### config.mk
export PLATFORM = sky130hd
export DESIGN_NAME = pipa_moding_gen
export DESIGN_NICKNAME = d
export VERILOG_FILES = /design/src/rtl/pipa_moding_gen.sv
export SDC_FILE = /design/constraint.sdc
export NUM_CORES = 1
export LEC_CHECK = 0
export CORE_MARGIN = 5
export CORE_UTILIZATION = 53
export CTS_CLUSTER_SIZE = 12
export DETAILED_ROUTE_END_ITERATION = 7
export HOLD_SLACK_MARGIN = 0.06
export PLACE_DENSITY_LB_ADDON = 0.2
export SLEW_MARGIN = 10
export SYNTH_ARGS = -nofsm -noshare
export SYNTH_HDL_FRONTEND = slang
export SYNTH_SLANG_ARGS = --single-unit
### constraint.sdc
create_clock -name SIM_CLK -period 3.88 [get_ports SIM_CLK]
set_input_delay 0.388 -clock SIM_CLK [delete_from_list [all_inputs] [get_ports SIM_CLK]]
set_output_delay 0.388 -clock SIM_CLK [all_outputs]
set_load 0.02 [all_outputs]
### src/rtl/pipa_moding_gen.sv
// rtl/pipa_moding_gen.sv - PIPA moding emulator driven by AGC PIPASW/PIPDAT strobes
module pipa_moding_gen #(
   parameter int FRAME_LEN    = 6,
   parameter int DEFAULT_PLUS = 3,
   parameter int CNT_W        = 16
) (
   input  logic             SIM_CLK,
   input  logic             SIM_RST_n,
   input  logic             PIPASW,
   input  logic             PIPDAT,
   input  logic             EN,
   input  logic [2:0]       CFG_X,
   input  logic [2:0]       CFG_Y,
   input  logic [2:0]       CFG_Z,
   output logic             PIPAXp,
   output logic             PIPAXm,
   output logic             PIPAYp,
   output logic             PIPAYm,
   output logic             PIPAZp,
   output logic             PIPAZm,
   output logic [2:0]       PHASE,
   output logic             FRAME,
   output logic [CNT_W-1:0] NETX,
   output logic [CNT_W-1:0] NETY,
   output logic [CNT_W-1:0] NETZ
);

   localparam logic [2:0]       LP_LAST = 3'(FRAME_LEN - 1);
   localparam logic [2:0]       LP_LEN  = 3'(FRAME_LEN);
   localparam logic [2:0]       LP_DEF  = 3'(DEFAULT_PLUS);
   localparam logic [CNT_W-1:0] LP_ONE  = {{(CNT_W-1){1'b0}}, 1'b1};

   // synchronizers and edge history
   logic             r_sw_s1;
   logic             r_sw_s2;
   logic             r_sw_prev;
   logic [1:0]       r_arm;
   logic             r_dat_s1;
   logic             r_dat_s2;

   // moding state
   logic [2:0]       r_phase;
   logic             r_frame;
   logic [2:0]       r_k [3];

   // registered outputs, their one-cycle history, and net counters
   logic [2:0]       r_plus;
   logic [2:0]       r_minus;
   logic [2:0]       r_plus_d;
   logic [2:0]       r_minus_d;
   logic [CNT_W-1:0] r_net [3];

   // combinational helpers
   logic             w_sw_rise;
   logic             w_adv;
   logic             w_wrap;
   logic [2:0]       w_ph_next;
   logic [2:0]       w_cfg [3];
   logic [2:0]       w_cfg_cl [3];
   logic [2:0]       w_k_eff [3];
   logic [2:0]       w_sel_plus;
   logic             w_dat_on;

   assign w_cfg[0] = CFG_X;
   assign w_cfg[1] = CFG_Y;
   assign w_cfg[2] = CFG_Z;

   // Two-flop synchronizers. r_arm keeps r_sw_prev high until the chain holds
   // only post-reset samples, so a PIPASW that is already high at reset
   // release never looks like a fresh rise.
   always_ff @(posedge SIM_CLK) begin
      if (!SIM_RST_n) begin
         r_sw_s1   <= 1'b0;
         r_sw_s2   <= 1'b0;
         r_sw_prev <= 1'b1;
         r_arm     <= 2'b00;
         r_dat_s1  <= 1'b0;
         r_dat_s2  <= 1'b0;
      end else begin
         r_sw_s1   <= PIPASW;
         r_sw_s2   <= r_sw_s1;
         r_arm     <= {r_arm[0], 1'b1};
         r_sw_prev <= r_arm[1] ? r_sw_s2 : 1'b1;
         r_dat_s1  <= PIPDAT;
         r_dat_s2  <= r_dat_s1;
      end
   end

   // Phase advance decode, next phase, and the k values in force for ph_next
   always_comb begin
      w_sw_rise = r_sw_s2 & ~r_sw_prev;
      w_adv     = EN & w_sw_rise;
      w_wrap    = w_adv & (r_phase == LP_LAST);
      w_ph_next = r_phase;
      if (w_adv) begin
         w_ph_next = w_wrap ? 3'd0 : r_phase + 3'd1;
      end
      w_dat_on  = EN & r_dat_s2;
      for (int a = 0; a < 3; a++) begin
         w_cfg_cl[a]   = (w_cfg[a] > LP_LEN) ? LP_LEN : w_cfg[a];
         // At a wrap the freshly loaded k already governs phase 0.
         w_k_eff[a]    = w_wrap ? w_cfg_cl[a] : r_k[a];
         w_sel_plus[a] = (w_ph_next < w_k_eff[a]);
      end
   end

   // Phase counter, frame pulse and active-config load at the wrap
   always_ff @(posedge SIM_CLK) begin
      if (!SIM_RST_n) begin
         r_phase <= 3'd0;
         r_frame <= 1'b0;
         for (int a = 0; a < 3; a++) begin
            r_k[a] <= LP_DEF;
         end
      end else begin
         r_phase <= w_ph_next;
         r_frame <= w_wrap;
         if (w_wrap) begin
            for (int a = 0; a < 3; a++) begin
               r_k[a] <= w_cfg_cl[a];
            end
         end
      end
   end

   // Output register: selection uses ph_next so a coincident PIPASW rise
   // never leaves an old-phase sliver on the opposite-sign line.
   always_ff @(posedge SIM_CLK) begin
      if (!SIM_RST_n) begin
         r_plus  <= 3'b000;
         r_minus <= 3'b000;
      end else begin
         r_plus  <= {3{w_dat_on}} &  w_sel_plus;
         r_minus <= {3{w_dat_on}} & ~w_sel_plus;
      end
   end

   // Net counters step on each rising edge of the registered outputs
   always_ff @(posedge SIM_CLK) begin
      if (!SIM_RST_n) begin
         r_plus_d  <= 3'b000;
         r_minus_d <= 3'b000;
         for (int a = 0; a < 3; a++) begin
            r_net[a] <= '0;
         end
      end else begin
         r_plus_d  <= r_plus;
         r_minus_d <= r_minus;
         for (int a = 0; a < 3; a++) begin
            if (r_plus[a] & ~r_plus_d[a]) begin
               r_net[a] <= r_net[a] + LP_ONE;
            end else if (r_minus[a] & ~r_minus_d[a]) begin
               r_net[a] <= r_net[a] - LP_ONE;
            end
         end
      end
   end

   assign PIPAXp = r_plus[0];
   assign PIPAXm = r_minus[0];
   assign PIPAYp = r_plus[1];
   assign PIPAYm = r_minus[1];
   assign PIPAZp = r_plus[2];
   assign PIPAZm = r_minus[2];
   assign PHASE  = r_phase;
   assign FRAME  = r_frame;
   assign NETX   = r_net[0];
   assign NETY   = r_net[1];
   assign NETZ   = r_net[2];

endmodule
Word-level counts from Yosys, hierarchy flattened
Memories as Yosys holds them, arrays and structs flattened.
Index checks and enable logic that the tools add are counted.
{ "totals": {"mem_count": 2, "inputBits": 14, "ram_bits": 57, "output_inout_bits": 58, "ff_bits": 23, "elab_cells": 102} }
{ "memory_table": {"columns": ["memory", "words", "word_bits", "read_ports", "rd_clocked_by_memory_dff", "write_ports", "line", "text"], "rows": [
  ["r_net", 3, 16, 3, 0, 3, "51", "logic [CNT_W-1:0] r_net [3];"],
  ["r_k", 3, 3, 3, 0, 3, "44", "logic [2:0] r_k [3];"]
]} }
{ "op_classes": {"add_sub_neg": 7, "n_eq_ne": 1, "n_reduce_logical": 1, "magnitude_cmp": 6, "n_mux": 43, "bitwise_logic": 29} }
{ "ops": {"columns": ["operator", "count"], "rows": [
  ["16-bit two-way mux", 6],
  ["16-bit by 1-bit adder with 16-bit output (second input constant)", 3],
  ["16-bit by 1-bit subtractor with 16-bit output (second input constant)", 3],
  ["3-bit two-way mux", 11],
  ["1-bit two-way mux", 26],
  ["1-bit AND", 10],
  ["3-bit greater-than comparator (second input constant)", 3],
  ["3-bit less-than comparator", 3],
  ["1-bit OR", 9],
  ["1-bit NOT", 7],
  ["3-bit AND", 2],
  ["3-bit by 1-bit adder with 3-bit output (second input constant)", 1],
  ["3-bit == test (second input constant)", 1],
  ["3-bit NOT", 1],
  ["2-bit AND reduction", 1]
]} }

Longest topological paths before layout
Gate-level depths: netlist of run 1.
{ "logic_depth": {"depth_word": 9, "ltp_mapped": 11, "mapped_depth_nobuf": 9} }

Worst setup path before layout of run 1
OpenSTA, ideal clock, no wires.
{ "synth_path": {"path_type": "input port to flip-flop", "startpoint": "in SIM_RST_n", "endpoint": "mem r_net[0][14], data pin", "cell_stages": 10, "required_time_ns": 3.620, "arrival_ns": 3.227, "n_path_buf": 1, "path_slack_ns": 0.393, "setup_ns": 0.260, "path_cell_list": "buf_2 -> and2_1 -> nor3b_1 -> ha_1 -> a21o_1 -> a31o_2 -> a211oi_1 -> nor2_1 -> mux2i_1 -> nand2_1"} }
{ "synth_lines": {"columns": ["item", "line", "text"], "rows": [
  ["start: declaration", "8", "input logic SIM_RST_n,"],
  ["end: declaration", "51", null]
]} }

==> results.py, run 1 <==
metrics = {
    "outcome": {
        "status": "completed",
    },
    "clocking": {
        "cts_tree": "yes",
        "clockBufferDepth": 2,
        "clk_pin_slew_ns": 0.09,
        "clock_latency_ns": 0.36,
        "cts_resized": 0,
        "cts_hold_buf": 0,
        "cts.sinks": 80,
        "h-tree-depth": 3,
        "cts_inserted_buffers": 9,
        "cts_setup_buffers": 0,
        "cts_root_buffer": "clkbuf_8",
    },
    "synth": {
        "synth_compound_area_share_pct": 16.6,
        "ys_seq_area_share_pct": 41.7,
        "synth_top_family_by_area": "simple AND/OR/NAND/NOR gates",
        "avgSynthCellArea_um2": 9.69,
        "synth-adder-area-share_pct": 9.89,
        "synth_seq_cells": 80,
        "synth-simple-area-share_pct": 21.9,
        "synthCells": 538,
        "synth-edff-count": 57,
        "syn_nets": 592,
        "async_flop_share_pct": 0,
        "yosys_warnings": 0,
        "synthesis.area_mm2": 0.00521,
        "synth_cell_type_count": 69,
        "synthMuxAreaShare_pct": 1.54,
        "ys.flop_type": "edfxtp_1",
        "synth_xor_area_share_pct": 5.21,
    },
    "floorplanning": {
        "rows": 36,
        "die_w_um": 109,
        "chipHeight_um": 109,
        "start_util_pct": 53.8,
        "io_pins": 72,
        "die-area_mm2": 0.0119,
        "core-area_mm2": 0.00968,
    },
    "global_routing": {
        "grt_pass1_wl_mm": 18.8,
        "antenna_found_initial": 0,
        "use_met3_pct": 3.43,
        "overflow": 0,
        "grt_max_degree": 38,
        "grt.met1_usage_pct": 25.9,
        "grt_pass1_vias": 4096,
        "top_usage_layer": "met2",
        "globalRouteTotalUtil_pct": 19.8,
        "use_met2_pct": 32.5,
    },
    "timing": {
        "fin_crit_ns": 3.16,
        "setup_viol": 0,
        "finalHoldViolCount": 0,
        "slew_headroom_pct": 44.0,
        "slew_viol_final": 0,
        "post-route-period-util_pct": 81.4,
        "finalSetupTns_ns": 0,
        "fmax_ghz": 0.316,
        "rsz0062_at_grt": "false",
        "worst_pin_slew_ns": 0.837,
        "finalClockSkew_ns": 0.0116,
    },
    "pwr": {
        "p_leak_uw": 0.00246,
        "peakVddDrop_v": 0.000282,
        "pwr_density_cell_mw_per_mm2": 293,
    },
    "worst_setup_path": {
        "cp-start-kind": "flop",
        "worst-path-max-fanout": 11,
        "crit_type": "reg2reg",
        "cp-end-kind": "flop",
        "worstPathRequired_ns": 3.99,
        "worstPathArrival_ns": 3.27,
    },
    "placed_design": {
        "dp_hpwl_mm": 8.28,
        "port_buffers": 71,
        "place.gp.congestion": 0.913,
        "dp_cells": 726,
    },
    "routing": {
        "wl_per_cell_um": 15.5,
        "final_antenna_net_count": 0,
        "wl_mm": 11.5,
        "viasPerCell": 5.73,
        "dr_total_vias": 4248,
        "drc": 0,
        "firstDrtPassIters": 4,
        "first_iter_violations": 148,
    },
    "worst_hold_path": {
        "min_path_type": "reg2reg",
    },
    "layout": {
        "syn2layout_area_growth_pct": 19.3,
        "diodes": 0,
        "drive_above_1_share_pct": 6.73,
        "n_fill_cell": 799,
        "instances_no_fill": 742,
        "nets": 658,
    },
    "job": {
        "cap_violations": 0,
    },
}
[cell usage in the layout, fill, tap and decap left out, types with 8 or more instances in the layout]
master            n
and2_1           18
inv_1            10
ha_1             38
xnor2_1          19
nand2_1          47
mux2i_1           8
xor2_1           12
a21o_1           16
nand3_1          18
clkdlybuf4s50_1  71
nor3_1           16
nand2b_1         10
o21ai_0          23
clkbuf_8         10
nor2b_1           8
nor2_1           51
a21oi_1          38
and3_1           14
dfxtp_1          23
edfxtp_1         57
[power breakdown]
group	total [uW]	internal, uW	switching [uW]
Sequential	991	950	41.3
Combinational	225	104	121
Clock	605	260	344
Total	1820	1310	507
[synthesized netlist by cell type (3+ instances only)]
library cell / count / area (um^2)
nand3b_1: 5 / 37.5
and2_1: 18 / 113
nor3_1: 16 / 80.1
a211oi_1: 5 / 37.5
and3_1: 14 / 87.6
dfxtp_1: 23 / 460
or3_1: 3 / 18.8
nor4_1: 4 / 25.0
a21o_1: 16 / 120
nor2b_1: 8 / 50.1
inv_1: 10 / 37.5
xnor2_1: 19 / 166
o22ai_1: 3 / 18.8
a31o_2: 3 / 26.3
nand3_1: 18 / 90.1
a21oi_1: 38 / 190
o21ai_0: 23 / 115
o21a_1: 4 / 30.0
nor3b_1: 4 / 30.0
mux2i_1: 8 / 80.1
edfxtp_1: 57 / 1710
nand2b_1: 10 / 62.6
a311oi_1: 4 / 35.0
nor2_1: 51 / 191
nand4_1: 3 / 18.8
a31oi_1: 7 / 43.8
nand2_1: 47 / 176
xor2_1: 12 / 105
buf_2: 8 / 40.0
clkbuf_1: 9 / 33.8
ha_1: 38 / 475
buf_6: 3 / 33.8
[registers in the layout, indices dropped and copies added (netlist names), 2 cells and up]
name / count
r_net: 48
r_k: 9
PHASE: 3
r_minus: 3
r_minus_d: 3
r_plus: 3
r_plus_d: 3
r_arm: 2
[worst paths after layout]
path                    startpoint                    endpoint  slack, ns  depth (start not counted)
max          r_minus[1]$_SDFF_PN0_  r_net[1][15]$_SDFFCE_PN0P_       0.72                         10
min reg2reg    r_arm[1]$_SDFF_PN0_        r_sw_prev$_SDFF_PN1_       0.39                          1
max reg2reg  r_minus[1]$_SDFF_PN0_  r_net[1][15]$_SDFFCE_PN0P_       0.72                         10
min            r_arm[1]$_SDFF_PN0_        r_sw_prev$_SDFF_PN1_       0.39                          1
[area by class of cell]
type | count | area, um^2 | area share (%)
sequential | 80 | 2170 | 34.9
tap | 133 | 166 | 2.68
clock buffer | 10 | 138 | 2.21
inverter | 10 | 37.5 | 0.604
timing repair buffer | 78 | 763 | 12.3
multi-input combinational | 425 | 2890 | 46.5
clock inverter | 6 | 51.3 | 0.825
[worst max-delay path, stage by stage (launching register included)]
cell and delay, ns:
dfxtp_1 0.35, nor2b_1 0.44, and3_1 0.55, buf_4 0.24, ha_1 0.24, a211oi_1 0.28, nor2_1 0.12, a21oi_1 0.28
a21oi_1 0.13, xnor2_1 0.13, and2_1 0.15
[per-layer routing]
metal / up-vias / part of all wire (%)
met2: 117 / 48
met1: 1989 / 45
met5: - / 0
met4: 0 / 1.7
li1: 2125 / -
met3: 17 / 5.3
[cells by family after synthesis]
logic type / Yosys count
compound gates: 130
xor+xnor: 31
fa+ha+maj: 40
buf+inv: 33
flops: 80
mux: 8
simple gates: 216
[through the flow]
stage               power (uW)  setup WS (ns)  area [um^2]  util (%)  hold slack, ns
finish                    1820          0.720         6220      64.2           0.394
global placement          1230          0.628         6030      62.2           0.372
CTS                       1830          0.689         6220      64.2           0.396
detailed placement        1240          0.598         6030      62.2           0.374
global route              1900          0.446         6220      64.2           0.430
floorplan                 1140          0.393         5210         -           0.365
Note: power is estimated with default switching activity, not from simulation.
==> inputs of run 2 (changes only) <==
Clock period 3.88 ns to 3.15 ns, I/O delays scaled along.
==> results.py, run 2 (same netlist as run 1, synthesis figures left out) <==
metrics = {
    "outcome": {
        "status": "completed",
    },
    "clocking": {
        "cts_inserted_buffers": 9,
        "cts_tree": "yes",
        "h-tree-depth": 3,
        "clockBufferDepth": 2,
        "clk_pin_slew_ns": 0.09,
        "cts.sinks": 80,
        "clock_latency_ns": 0.37,
        "cts_resized": 0,
        "cts_setup_buffers": 0,
        "cts_root_buffer": "clkbuf_8",
        "cts_hold_buf": 0,
    },
    "timing": {
        "rsz0062_at_grt": "false",
        "finalClockSkew_ns": 0.00798,
        "fin_hold_ws_ns": 0.411,
        "fin_crit_ns": 2.82,
        "post-route-period-util_pct": 89.6,
        "finalHoldViolCount": 0,
        "slew_viol_final": 0,
        "slew_headroom_pct": 45.2,
        "setup_viol": 0,
        "worst_pin_slew_ns": 0.819,
        "finalSetupTns_ns": 0,
        "fmax_ghz": 0.354,
    },
    "routing": {
        "viasPerCell": 5.73,
        "drc": 0,
        "final_antenna_net_count": 0,
        "first_iter_violations": 171,
        "dr_total_vias": 4369,
        "firstDrtPassIters": 4,
        "wl_per_cell_um": 15.4,
        "wl_mm": 11.8,
    },
    "floorplanning": {
        "core-area_mm2": 0.00968,
        "io_pins": 72,
        "start_util_pct": 53.8,
        "rows": 36,
        "die-area_mm2": 0.0119,
        "chipHeight_um": 109,
        "die_w_um": 109,
    },
    "worst_setup_path": {
        "worstPathArrival_ns": 2.92,
        "cp-start-kind": "flop",
        "cp-end-kind": "flop",
        "crit_type": "reg2reg",
        "worst-path-max-fanout": 9,
        "worstPathRequired_ns": 3.25,
        "rr_startpoint": "r_plus[1]$_SDFF_PN0_",
        "cp-startpoint": "r_plus[1]$_SDFF_PN0_",
    },
    "layout": {
        "largest-register": "r_net",
        "n_fill_cell": 799,
        "syn2layout_area_growth_pct": 22.7,
        "largest_register_ffs": 48,
        "layout_commonest_cell": "clkdlybuf4s50_1",
        "nets": 679,
        "final_cell_mix": "clkdlybuf4s50_1 (71), edfxtp_1 (57), nor2_1 (51)",
        "drive_above_1_share_pct": 9.84,
        "diodes": 0,
        "largestRegisters": "r_net: 48 flops, r_k: 9 flops",
    },
    "worst_hold_path": {
        "min_path_type": "reg2reg",
        "hp-start": "r_arm[1]$_SDFF_PN0_",
    },
    "pwr": {
        "pwr_density_cell_mw_per_mm2": 360,
        "p_leak_uw": 0.00257,
        "peakVddDrop_v": 0.000289,
    },
    "global_routing": {
        "top_usage_layer": "met2",
        "globalRouteTotalUtil_pct": 20.9,
        "grt_pass1_wl_mm": 19.8,
        "use_met2_pct": 34.8,
        "use_met3_pct": 4.14,
        "overflow": 0,
        "grt_max_degree": 20,
        "grt.met1_usage_pct": 26.7,
        "antenna_found_initial": 0,
        "grt_pass1_vias": 4364,
    },
    "placed_design": {
        "port_buffers": 71,
        "place.gp.congestion": 0.888,
        "dp_hpwl_mm": 8.61,
    },
    "job": {
        "cap_violations": 0,
    },
}
[run 2: cell count changes in the layout (fill, tap and decap cells not counted), sizes merged]
cell and delta:
buf +21
[run 2: worst max-delay path, stage by stage (launching register included)]
cell and delay, ns:
dfxtp_1 0.38, nand2b_1 0.11, and3_1 0.33, fa_1 0.45
a21oi_1 0.22, nor3b_1 0.09, or4b_1 0.57, a21oi_1 0.20
xor2_1 0.16, nor2_1 0.06
[run 2: final cells by class]
type                    count  area [um^2]  share of cell area, %
inverters                  10         37.5                  0.587
clock buffers              10          149                   2.33
multi-input cells         425         2890                   45.2
repair buffers             99          921                   14.4
clock inverters             6         57.6                  0.900
flip-flops and latches     80         2170                   34.0
well taps                 133          166                   2.60
[run 2: through the flow]
| stage | total power (uW) | utilization (%) | cell area [um^2] | cells | setup slack (ns) |
|---|---|---|---|---|---|
| 2_1_floorplan | 1400 | - | 5220 | 538 | 0.138 |
| 3_3_place_gp | 1530 | 63.9 | 6190 | 747 | 0.0490 |
| 3_5_place_dp | 1530 | 63.9 | 6190 | 747 | -0.0151 |
| 4_1_cts | 2320 | 66.0 | 6390 | 763 | 0.298 |
| 5_1_grt | 2400 | 66.0 | 6390 | 763 | 0.0962 |
| 6_report | 2300 | 66.0 | 6390 | 763 | 0.328 |
[run 2: path summary, 6_finish.rpt]
kind,end,cells after the start,slack (ns)
setup / recovery,r_net[1][10]$_SDFFCE_PN0P_,9,0.33
hold / removal,r_sw_prev$_SDFF_PN1_,1,0.41
setup reg to reg,r_net[1][10]$_SDFFCE_PN0P_,9,0.33
hold reg to reg,r_sw_prev$_SDFF_PN1_,1,0.41
[run 2: where the power goes]
group / switching, uW / total [uW] / leakage (uW) / internal, uW
Clock: 437 / 790 / 0.000106 / 352
Sequential: 50.8 / 1220 / 0.000755 / 1170
Combinational: 151 / 288 / 0.00171 / 136
[run 2: routing by layer]
layer  wire (um)  share of wire, %
met1        5320                45
met2        5650                48
met3         611               5.2
met4         195               1.7
met5           0                 0
